==> src/rtl/des_pkg.sv <==
// -----------------------------------------------------------------------------
// des_pkg
// Shared DES constants for the key schedule and the round cores.
//   NROUNDS / KEY_W / SUBKEY_W : fixed DES dimensions
//   CD_W / HALF_W              : width of the C/D register and of each half
//   ksState_t                  : key schedule FSM encoding (IDLE/RUN/DONE)
//   PC1_TABLE                  : 56 source bit numbers (DES 1-based) into the 64-bit key
//   PC2_TABLE                  : 48 source bit numbers (DES 1-based) into the 56-bit C/D
//   SHIFT_TABLE                : per-round left-rotate amounts, round 0..15
// DES numbers bits from 1 at the MSB, so DES bit n of a W-bit vector is [W-n].
// -----------------------------------------------------------------------------
package des_pkg;

  localparam int NROUNDS  = 16;
  localparam int KEY_W    = 64;
  localparam int SUBKEY_W = 48;
  localparam int CD_W     = 56;
  localparam int HALF_W   = 28;

  typedef enum logic [1:0] {
    IDLE = 2'd0,
    RUN  = 2'd1,
    DONE = 2'd2
  } ksState_t;

  localparam int PC1_TABLE [CD_W] = '{
    57, 49, 41, 33, 25, 17,  9,
     1, 58, 50, 42, 34, 26, 18,
    10,  2, 59, 51, 43, 35, 27,
    19, 11,  3, 60, 52, 44, 36,
    63, 55, 47, 39, 31, 23, 15,
     7, 62, 54, 46, 38, 30, 22,
    14,  6, 61, 53, 45, 37, 29,
    21, 13,  5, 28, 20, 12,  4
  };

  localparam int PC2_TABLE [SUBKEY_W] = '{
    14, 17, 11, 24,  1,  5,
     3, 28, 15,  6, 21, 10,
    23, 19, 12,  4, 26,  8,
    16,  7, 27, 20, 13,  2,
    41, 52, 31, 37, 47, 55,
    30, 40, 51, 45, 33, 48,
    44, 49, 39, 56, 34, 53,
    46, 42, 50, 36, 29, 32
  };

  localparam logic [1:0] SHIFT_TABLE [NROUNDS] = '{
    2'd1, 2'd1, 2'd2, 2'd2, 2'd2, 2'd2, 2'd2, 2'd2,
    2'd1, 2'd2, 2'd2, 2'd2, 2'd2, 2'd2, 2'd2, 2'd1
  };

endpackage

==> src/rtl/des_pc2.sv <==
// -----------------------------------------------------------------------------
// des_pc2
// Combinational DES permuted choice 2: selects 48 of the 56 C/D bits.
//   cd_i      in  56  C (cd_i[55:28]) and D (cd_i[27:0]); DES bit 1 = cd_i[55]
//   subkey_o  out 48  round subkey; DES bit 1 = subkey_o[47]
// -----------------------------------------------------------------------------
module des_pc2
  import des_pkg::*;
(
  input  logic [CD_W-1:0]     cd_i,
  output logic [SUBKEY_W-1:0] subkey_o
);

  // Pure wiring once the loop is unrolled; the eight dropped C/D bits
  // simply have no destination.
  always_comb begin
    subkey_o = '0;
    for (int i = 0; i < SUBKEY_W; i++) begin
      subkey_o[6'(SUBKEY_W - 1 - i)] = cd_i[6'(CD_W - PC2_TABLE[i])];
    end
  end

endmodule

==> src/rtl/des_key_schedule.sv <==
// -----------------------------------------------------------------------------
// des_key_schedule
// Iterative DES subkey generator. A key is latched through PC-1 into one
// 56-bit C/D register, and the sixteen PC-2 subkeys are then handed out one
// per valid/ready handshake: K1..K16 for encrypt, K16..K1 for decrypt.
//   clk           in   1   rising-edge clock
//   rst           in   1   synchronous active-high reset
//   start         in   1   load key and begin a schedule (honoured in IDLE only)
//   decrypt       in   1   mode captured with start: 0 = K1..K16, 1 = K16..K1
//   key           in   64  DES key, DES bit 1 = key[63]; parity bits ignored
//   busy          out  1   schedule in progress (RUN and DONE)
//   subkey        out  48  PC-2 of the current C/D, DES bit 1 = subkey[47]
//   subkey_valid  out  1   subkey and round_idx are valid
//   subkey_ready  in   1   consumer accepts subkey on valid & ready
//   round_idx     out  4   position of the presented subkey in output order
//   done          out  1   one-cycle pulse after the last subkey is accepted
// -----------------------------------------------------------------------------
module des_key_schedule
  import des_pkg::*;
(
  input  logic                clk,
  input  logic                rst,
  input  logic                start,
  input  logic                decrypt,
  input  logic [KEY_W-1:0]    key,
  output logic                busy,
  output logic [SUBKEY_W-1:0] subkey,
  output logic                subkey_valid,
  input  logic                subkey_ready,
  output logic [3:0]          round_idx,
  output logic                done
);

  // PC-1 drops the eight parity bits and reorders the rest into C/D.
  function automatic logic [CD_W-1:0] pc1(input logic [KEY_W-1:0] k);
    logic [CD_W-1:0] r;
    r = '0;
    for (int i = 0; i < CD_W; i++) begin
      r[6'(CD_W - 1 - i)] = k[6'(KEY_W - PC1_TABLE[i])];
    end
    return r;
  endfunction

  function automatic logic [HALF_W-1:0] rotHalf(input logic [HALF_W-1:0] x,
                                                input logic [1:0]        s,
                                                input logic              right);
    logic [HALF_W-1:0] r;
    r = x;
    case ({right, s})
      3'b001:  r = {x[HALF_W-2:0], x[HALF_W-1]};
      3'b010:  r = {x[HALF_W-3:0], x[HALF_W-1:HALF_W-2]};
      3'b101:  r = {x[0], x[HALF_W-1:1]};
      3'b110:  r = {x[1:0], x[HALF_W-1:2]};
      default: r = x;
    endcase
    return r;
  endfunction

  // C and D rotate independently, so no bit ever moves between halves.
  function automatic logic [CD_W-1:0] rotCd(input logic [CD_W-1:0] cd,
                                            input logic [1:0]      s,
                                            input logic            right);
    return {rotHalf(cd[CD_W-1:HALF_W], s, right), rotHalf(cd[HALF_W-1:0], s, right)};
  endfunction

  ksState_t        state_q, state_d;
  logic [CD_W-1:0] cd_q, cd_d;
  logic [3:0]      roundIdx_q, roundIdx_d;
  logic            decMode_q, decMode_d;
  logic [CD_W-1:0] keyPc1;
  logic [3:0]      shiftIdx;

  assign keyPc1 = pc1(key);

  // The shift that moves to the next subkey in output order. For encrypt it
  // is the next round's amount; for decrypt it undoes the rotation that
  // produced the current key. The encrypt index wraps harmlessly on the last
  // handshake, where the C/D contents are no longer consumed.
  always_comb begin
    shiftIdx = roundIdx_q + 4'd1;
    if (decMode_q) begin
      shiftIdx = 4'd15 - roundIdx_q;
    end
  end

  // Next-state and output decode. Decrypt loads PC-1 unrotated because the
  // sixteen shifts total 28, so that value already is the K16 state.
  always_comb begin
    state_d      = state_q;
    cd_d         = cd_q;
    roundIdx_d   = roundIdx_q;
    decMode_d    = decMode_q;
    busy         = 1'b0;
    subkey_valid = 1'b0;
    done         = 1'b0;
    case (state_q)
      IDLE: begin
        if (start) begin
          cd_d       = decrypt ? keyPc1 : rotCd(keyPc1, SHIFT_TABLE[0], 1'b0);
          roundIdx_d = 4'd0;
          decMode_d  = decrypt;
          state_d    = RUN;
        end
      end
      RUN: begin
        busy         = 1'b1;
        subkey_valid = 1'b1;
        if (subkey_ready) begin
          roundIdx_d = roundIdx_q + 4'd1;
          cd_d       = rotCd(cd_q, SHIFT_TABLE[shiftIdx], decMode_q);
          if (roundIdx_q == 4'd15) begin
            state_d = DONE;
          end
        end
      end
      DONE: begin
        busy    = 1'b1;
        done    = 1'b1;
        state_d = IDLE;
      end
      default: begin
        state_d = IDLE;
      end
    endcase
  end

  // State register; reset takes priority over any handshake in flight.
  always_ff @(posedge clk) begin
    if (rst) begin
      state_q    <= IDLE;
      cd_q       <= '0;
      roundIdx_q <= 4'd0;
      decMode_q  <= 1'b0;
    end else begin
      state_q    <= state_d;
      cd_q       <= cd_d;
      roundIdx_q <= roundIdx_d;
      decMode_q  <= decMode_d;
    end
  end

  des_pc2 u_pc2 (
    .cd_i     (cd_q),
    .subkey_o (subkey)
  );

  assign round_idx = roundIdx_q;

endmodule

==> config.mk <==
export PLATFORM = sky130hd
export DESIGN_NAME = des_key_schedule
export DESIGN_NICKNAME = d
export VERILOG_FILES = /design/src/rtl/des_pkg.sv /design/src/rtl/des_pc2.sv /design/src/rtl/des_key_schedule.sv
export SDC_FILE = /design/constraint.sdc
export NUM_CORES = 1
export LEC_CHECK = 0
export ABC_AREA = 1
export BUFFER_PORTS_ARGS = -buffer_cell sky130_fd_sc_hd__buf_2
export CAP_MARGIN = 20
export CELL_PAD_IN_SITES_DETAIL_PLACEMENT = 1
export CELL_PAD_IN_SITES_GLOBAL_PLACEMENT = 1
export CORE_AREA = 10 10 126 140
export CTS_CLUSTER_DIAMETER = 120
export DETAILED_ROUTE_END_ITERATION = 8
export DIE_AREA = 0 0 136 150
export PLACE_DENSITY_LB_ADDON = 0.12
export RECOVER_POWER = 100
export SLEW_MARGIN = 30
export SYNTH_ARGS = -nofsm -noshare
export SYNTH_HDL_FRONTEND = slang
export SYNTH_SLANG_ARGS = --single-unit
==> constraint.sdc <==
create_clock -name clk -period 2.6 [get_ports clk]
set_clock_uncertainty 0.15 [all_clocks]
set_input_delay 0.26 -clock clk [delete_from_list [all_inputs] [get_ports clk]]
set_output_delay 0.26 -clock clk [all_outputs]
set_load 0.1 [all_outputs]
==> summary.md, run 1 <==
| Metric | Value |
|---|---|
| Outcome | completed |
| Floorplan row count | 47 |
| Number of DRC violations after detailed-routing iteration 0 | 240 |
| Half-perimeter wire length after detailed placement | 11400 µm |
| Area inside the core boundary | 0.0148 mm² |
| Count of nets left with antenna violations after detail routing | 0 |
| CTS Buf Count | 9 |
| Power per standard cell area | 1450 mW/mm² |
| Met3 routed wirelength | 534 µm |
| Final-layout fill cell count | 2096 |
| Crit path launch type | register |
| Count of synthesis-stage warnings from yosys | 0 |
| Synth-to-layout area growth | 13.9% |
| Share of synthesized area occupied by flip-flops and latches | 0.242 |
| Pins Over Slew Limit | 0 |
| Top-level I/O count | 124 |
| Category of the critical setup timing path | reg2reg |
| Synthesized area | 0.00521 mm² |
| Final setup violating endpoints | 0 |
| Flip-flop and latch area | 0.00127 mm² |
| Post-Synthesis Cells | 952 |
| Global-route wire length before repair | 28800 µm |
| Number of vias in the routed layout | 5718 |
| DRC errors left | 0 |
| Portion of the clock cycle consumed by the worst path in the final layout | 0.952 |
| Buffer depth of the longest clock path | 2 |
| Routed length on met2 | 9250 µm |
| Static Leak | 2.78 nW |
| Number of global-route vias before repair | 5653 |
| Initial standard-cell utilization of the core | 0.353 |
| CTS hold repair buffers | 0 |
| Worst IR drop on VDD | 0.494 mV |
| Worst Setup End Kind | register |
| Drt total wl | 18300 µm |
| Router iterations before antenna repair | 4 |
| Most frequent standard cell in the layout excluding fill and tap cells | nand2_1 |
| Top layer used by detailed routing | met4 |
| Horiz. Die Dim | 136 µm |
| Final Net Count | 1043 |
| Multi-input gate area in the final layout | 0.00321 mm² |
| Post-layout power | 8.61 mW |
| Rel. slew slack | 0.218 |
| Area of the die | 0.0204 mm² |
| H-tree levels | 3 |
| CTS Root Buffer Type | clkbuf_16 |
| Number of maximum-capacitance violations | 0 |
| Overall global routing resource usage | 0.173 |
| Grt total ovfl | 0 |
| Critical path arrival | 2610 ps |
| Min-delay worst type | in2reg |
| Peak Freq | 0.404 GHz |
| Die Y-Extent | 150 µm |
| Worst Path Required | 2730 ps |
| Fraction of final layout cells sized beyond drive strength 1 | 0.103 |
| Clock sink count | 63 |
| Number of flip-flops and latches in the synthesized netlist | 63 |
| Clk pin slew, worst setup/hold paths | 60 ps |
| Synth cell types | 22 |
| Number of input and output port buffers inserted | 53 |
| Mean routed wirelength per cell | 15.7 µm |
| Pin slew with the least headroom to its limit | 1180 ps |
| Last weighted congestion value of the routability-driven placer | 0.767 |
| Clock tree from TritonCTS | yes |
| Detail-routed via count per cell | 4.90 |
| Most used cells in the layout excluding fill and tap cells | 434 x nand2_1, 101 x nor2_1, 93 x a21oi_1 |
| Metal-1 WL | 8000 µm |
| Avg Synthesized Cell Area | 5.47 µm² |
| Clock insertion delay at the later pin of the skew report | 340 ps |
| Largest net degree at the start of global routing | 57 |
| Final Hold Fails | 0 |
| Final critical path time including I/O delays and setup | 2470 ps |
| Final hold slack | 53.8 ps |
| Ant. Diodes | 0 |
| Peak fanout along the critical path | 7 |
| Initial antenna violation count | 0 |
==> where the power goes <==
group,switching (mW),leakage (nW),total (mW),internal [mW]
Clock,0.461,0.145,1.21,0.748
Combinational,4.11,2.12,5.68,1.57
Sequential,0.469,0.518,1.72,1.26
==> metrics by stage <==
step	TNS (ps)	util	setup slack, ps	instance area [µm²]	cells
finish	0	0.402	125	5930	1166
global route	-626	0.402	-60.3	5930	1166
CTS	0	0.388	12.1	5720	1156
detailed placement	-1760	0.365	-96.1	5390	1138
global placement	-1130	0.365	-54.8	5390	1138
floorplan	0	-	105	5300	973
==> cell usage after synthesis (all sizes together) <==
| master | number | area share |
|---|---|---|
| a21oi | 93 | 0.089 |
| buf | 89 | 0.12 |
| clkbuf | 15 | 0.011 |
| conb | 1 | 0.00072 |
| dfxtp | 63 | 0.24 |
| ha | 9 | 0.022 |
| inv | 63 | 0.045 |
| nand2 | 444 | 0.32 |
| nand3 | 35 | 0.035 |
| nand3b | 1 | 0.0014 |
| nand4 | 1 | 0.0012 |
| nor2 | 107 | 0.080 |
| o21a | 1 | 0.0014 |
| o21ai | 28 | 0.027 |
| o21bai | 2 | 0.0029 |
==> critical path, cell delays in order, from the launching register on <==
cell and delay, ps:
dfxtp_4 370, ha_2 190, inv_1 60, nand2_2 60
nand3_2 80, nand2_2 70, nor2_2 130, nand2_1 70
nand2_2 80, ha_4 210, nor2_4 110, inv_2 50
nor2_4 190, nor2_4 60, buf_12 140, clkbuf_16 150
nand2_1 110, nor2_1 50, nor2_1 70
==> state kept, by name, indices dropped and copies added (netlist names) <==
| name | flops |
|---|---|
| cd_q | 56 |
| state_q | 2 |
| decMode_q | 1 |
| round_idx | 4 |
==> layer usage <==
metal  vias to the layer above  GRT usage
met5                         -          0
met4                         0     0.0768
met3                        30     0.0231
met2                        84      0.302
met1                      2724      0.205
li1                       2880          -
==> area by class of cell <==
class,instances,share of cell area
multi-input combinational,744,0.541
sequential,63,0.214
timing repair buffer,84,0.113
clock buffer,14,0.0479
tap,196,0.0413
inverter,63,0.0399
clock inverter,2,0.00211
==> cells by family after synthesis <==
| group | synth area share |
|---|---|
| simple gates | 0.439 |
| buf+inv | 0.176 |
| other cells | 0.000720 |
| compound gates | 0.121 |
| fa+ha+maj | 0.0216 |
| flops | 0.242 |
==> path summary, 6_finish.rpt <==
check / cells after the start / from / slack (ps) / to
setup / recovery: 18 / round_idx[0] / 130 / cd_q[18]
hold / removal: 3 / start / 50 / decMode_q
setup reg to reg: 18 / round_idx[0] / 130 / cd_q[18]
hold reg to reg: 2 / state_q[0] / 340 / state_q[0]
==> what timing repair did <==
item / CTS / global route
gates cloned: 1 / 5
buffers inserted: 1 / 5
endpoints found under the setup margin: 24 / 56
gates resized for setup: 2 / 20
pin swaps: 3 / 11
No activity file was read; power rests on OpenSTA's default activity.
==> run 2, diff against run 1 <==
--- a/config.mk
+++ b/config.mk
@@ -5,17 +5,16 @@
 export SDC_FILE = /design/constraint.sdc
 export NUM_CORES = 1
 export LEC_CHECK = 0
-export ABC_AREA = 1
 export BUFFER_PORTS_ARGS = -buffer_cell sky130_fd_sc_hd__buf_2
 export CAP_MARGIN = 20
 export CELL_PAD_IN_SITES_DETAIL_PLACEMENT = 1
 export CELL_PAD_IN_SITES_GLOBAL_PLACEMENT = 1
-export CORE_AREA = 10 10 126 140
+export CORE_AREA = 10 10 114 127
 export CTS_CLUSTER_DIAMETER = 120
 export DETAILED_ROUTE_END_ITERATION = 8
-export DIE_AREA = 0 0 136 150
+export DIE_AREA = 0 0 124 137
 export PLACE_DENSITY_LB_ADDON = 0.12
-export RECOVER_POWER = 100
+export RECOVER_POWER = 50
 export SLEW_MARGIN = 30
 export SYNTH_ARGS = -nofsm -noshare
 export SYNTH_HDL_FRONTEND = slang
==> run 2 against run 1 <==
Compared with the run above: the flow now finishes with violations (setup timing); first-iteration DRC count is 130% higher; final cell count is 36% lower; hold slack better by 38 ps; combinational power down 73%; sequential power is 34% lower; clock-buffer cell count shrank 1; non-clock buffer count rose by 27; area after synthesis fell by 13%; highest routed layer unchanged; power down 56%.
==> summary.md, run 2 <==
| Metric | Value |
|---|---|
| Number of flip-flops in the largest register | 56 |
| Buffer depth of the longest clock path | 2 |
| Portion of the clock cycle consumed by the worst path in the final layout | 1.07 |
| Final setup TNS | -5050 ps |
| Avg Synthesized Cell Area | 8.48 µm² |
| Initial antenna violation count | 0 |
| Pins Over Slew Limit | 0 |
| Peak Freq | 0.361 GHz |
| Met3 routed wirelength | 776 µm |
| Grt total ovfl | 0 |
| Placed instance count | 712 |
| Most area-hungry cell type in the Yosys netlist | dfxtp_1 |
| Clock sink count | 63 |
| Share of synthesized area occupied by flip-flops and latches | 0.278 |
| Most used cells in the layout excluding fill and tap cells | 58 x dfxtp_1, 57 x nor2_1, 56 x a222oi_1, 56 x mux2i_1, 48 x inv_1 |
| Top-level I/O count | 124 |
| Static Leak | 2.19 nW |
| Number of input and output port buffers inserted | 53 |
| Ant. Diodes | 0 |
| Worst setup slack for register-to-register paths | -170 ps |
| Synthesized area | 0.00454 mm² |
| Final core utilization | 0.487 |
| Final Worst Setup Slack | -172 ps |
| Commonest cells in the netlist | 63 x dfxtp_1, 63 x nor2_1, 56 x a222oi_1, 56 x mux2i_1, 54 x buf_4 |
| Area inside the core boundary | 0.0118 mm² |
| Peak fanout along the critical path | 9 |
| Routed length on met2 | 8280 µm |
| Initial standard-cell utilization of the core | 0.384 |
| Proportion of power drawn by flip-flops and latches | 0.296 |
| Post-synthesis async set-or-reset flop share | 0 |
| Horiz. Die Dim | 124 µm |
| Die Y-Extent | 137 µm |
| Register-to-Register Path Depth | 10 |
| Global-route wire length before repair | 24700 µm |
| Fraction of post-synthesis cell area in the top cell type by area | 0.278 |
| Pin slew with the least headroom to its limit | 1200 ps |
| Final hold slack | 92.0 ps |
| Post-route non-filler standard cell count | 741 |
| Launching instance or port of the critical path | round_idx[1] |
| Half-perimeter wire length after detailed placement | 10300 µm |
| Clock tree from TritonCTS | yes |
| Rel. slew slack | 0.207 |
| Worst Setup End Kind | register |
| Top layer used by detailed routing | met4 |
| Leading register cell type out of synthesis | dfxtp_1 |
| Internal Dissipation | 2.21 mW |
| Placed inst area | 0.00510 mm² |
| Power per standard cell area | 660 mW/mm² |
| Final Hold Fails | 0 |
| Number of flip-flops and latches in the synthesized netlist | 63 |
| Number of global-route vias before repair | 4525 |
| Drt total wl | 15700 µm |
| Worst Path Required | 2640 ps |
| Overall global routing resource usage | 0.182 |
| Most frequent standard cell in the layout excluding fill and tap cells | dfxtp_1 |
| Worst Hold Launch | start |
| Number of flops mapped to enable cells by yosys | 0 |
| Number of maximum-capacitance violations | 0 |
| RR Startpoint | round_idx[1] |
| Synth cell types | 40 |
| Area of the die | 0.0170 mm² |
| Switching Share | 0.418 |
| DP Worst Slack | -279 ps |
| DRC errors left | 0 |
| Outcome | complete, but fails checks |
| Net Sw Power | 1.59 mW |
| End point of the critical path | cd_q[28] |
| Depth of the worst hold-timing path | 3 |
| Synth-to-layout area growth | 26.8% |
| Detail-routed via count per cell | 5.88 |
| Count of nets left with antenna violations after detail routing | 0 |
| Fraction of final layout cells sized beyond drive strength 1 | 0.295 |
| Unrepaired setup endpoints after global routing | true |
| Final critical path time including I/O delays and setup | 2770 ps |
| Worst reg2reg endpoint | cd_q[28] |
| Number of DRC violations after detailed-routing iteration 0 | 543 |
| Final-layout fill cell count | 1381 |
| Area contributors post-synth | dfxtp_1 28%, a222oi_1 12%, mux2i_1 12%, buf_4 8.9%, a22oi_1 5.5% |
| Final Net Count | 660 |
| CTS hold repair buffers | 0 |
| Largest net degree at the start of global routing | 53 |
| Router iterations before antenna repair | 7 |
| Critical path arrival | 2810 ps |
| Part of the power in combinational logic | 0.399 |
| Cell area after layout | 0.00576 mm² |
| Post-layout power | 3.80 mW |
| Final setup violating endpoints | 56 |
| CTS Root Buffer Type | clkbuf_16 |
| Floorplan row count | 42 |
| Mean routed wirelength per cell | 21.2 µm |
| H-tree levels | 3 |
| Largest Register | cd_q |
| Post-Synthesis Cells | 536 |
| Clock insertion delay at the later pin of the skew report | 340 ps |
| Clock power frac | 0.304 |
| Crit path launch type | register |
| Number of vias in the routed layout | 4356 |
| Min-delay worst type | in2reg |
| Count of synthesis-stage warnings from yosys | 0 |
| Metal-1 WL | 6450 µm |
| Last weighted congestion value of the routability-driven placer | 0.791 |
| Worst IR drop on VDD | 0.358 mV |
| Category of the critical setup timing path | reg2reg |
| Clk pin slew, worst setup/hold paths | 60 ps |
| CTS Buf Count | 9 |
| Violated checks | setup timing |
## run 2: cell families (layout without fill, tap and decap cells)
group,count (synthesis),in the layout,share of synthesized area
other,1,22,0.000825
AOI/OAI and AO/OA,149,149,0.278
DFF,63,63,0.278
buffers and inverters,145,175,0.172
muxes,57,57,0.126
xor gates and xnor gates,2,2,0.00386
adders and majority gates,9,9,0.0248
and+or+nand+nor,110,110,0.117
## run 2: repair_timing
action,CTS,global route
gates resized for setup,28,22
cloned,0,4
setup buffers,3,6
pin swaps,13,56
endpoints found under the setup margin,56,56
## run 2: cell type report
cell class	instances	area (µm²)	area share
clock inverters	3	16.3	0.00282
multi-input cells	349	2870	0.498
repair buffers	111	966	0.168
flip-flops and latches	63	1280	0.222
clock buffers	13	260	0.0452
well taps	154	193	0.0335
inverters	48	180	0.0313
## run 2: worst max-delay path, cell delays in order, from the launching register on
cell and delay, ps:
dfxtp_4 380, a31oi_4 190, xnor2_2 150, mux2_4 340, o21a_4 220, ha_4 220
buf_12 150, a222oi_1 350, mux2i_1 160, a22oi_1 230, a211oi_2 90
## run 2: how the worst min path moves through the flow
stage                 to  slack [ps]
6_report       decMode_q          90
3_3_place_gp   decMode_q         340
4_1_cts        decMode_q          90
5_1_grt        decMode_q         110
3_5_place_dp   decMode_q         350
2_1_floorplan  decMode_q         270
## run 2: power by group through the flow
stage,Combinational [mW],Sequential [mW],Clock [mW]
5_1_grt,1.61,1.14,1.22
3_5_place_dp,1.41,1.14,0
3_3_place_gp,1.39,1.14,0
6_report,1.52,1.13,1.16
4_1_cts,1.46,1.12,1.18
2_1_floorplan,1.17,1.10,0
## run 2: routing by layer
layer,up-vias,global-route usage
li1,2036,-
met1,2190,0.223
met2,115,0.314
met3,15,0.0293
met4,0,0.0602
met5,-,0
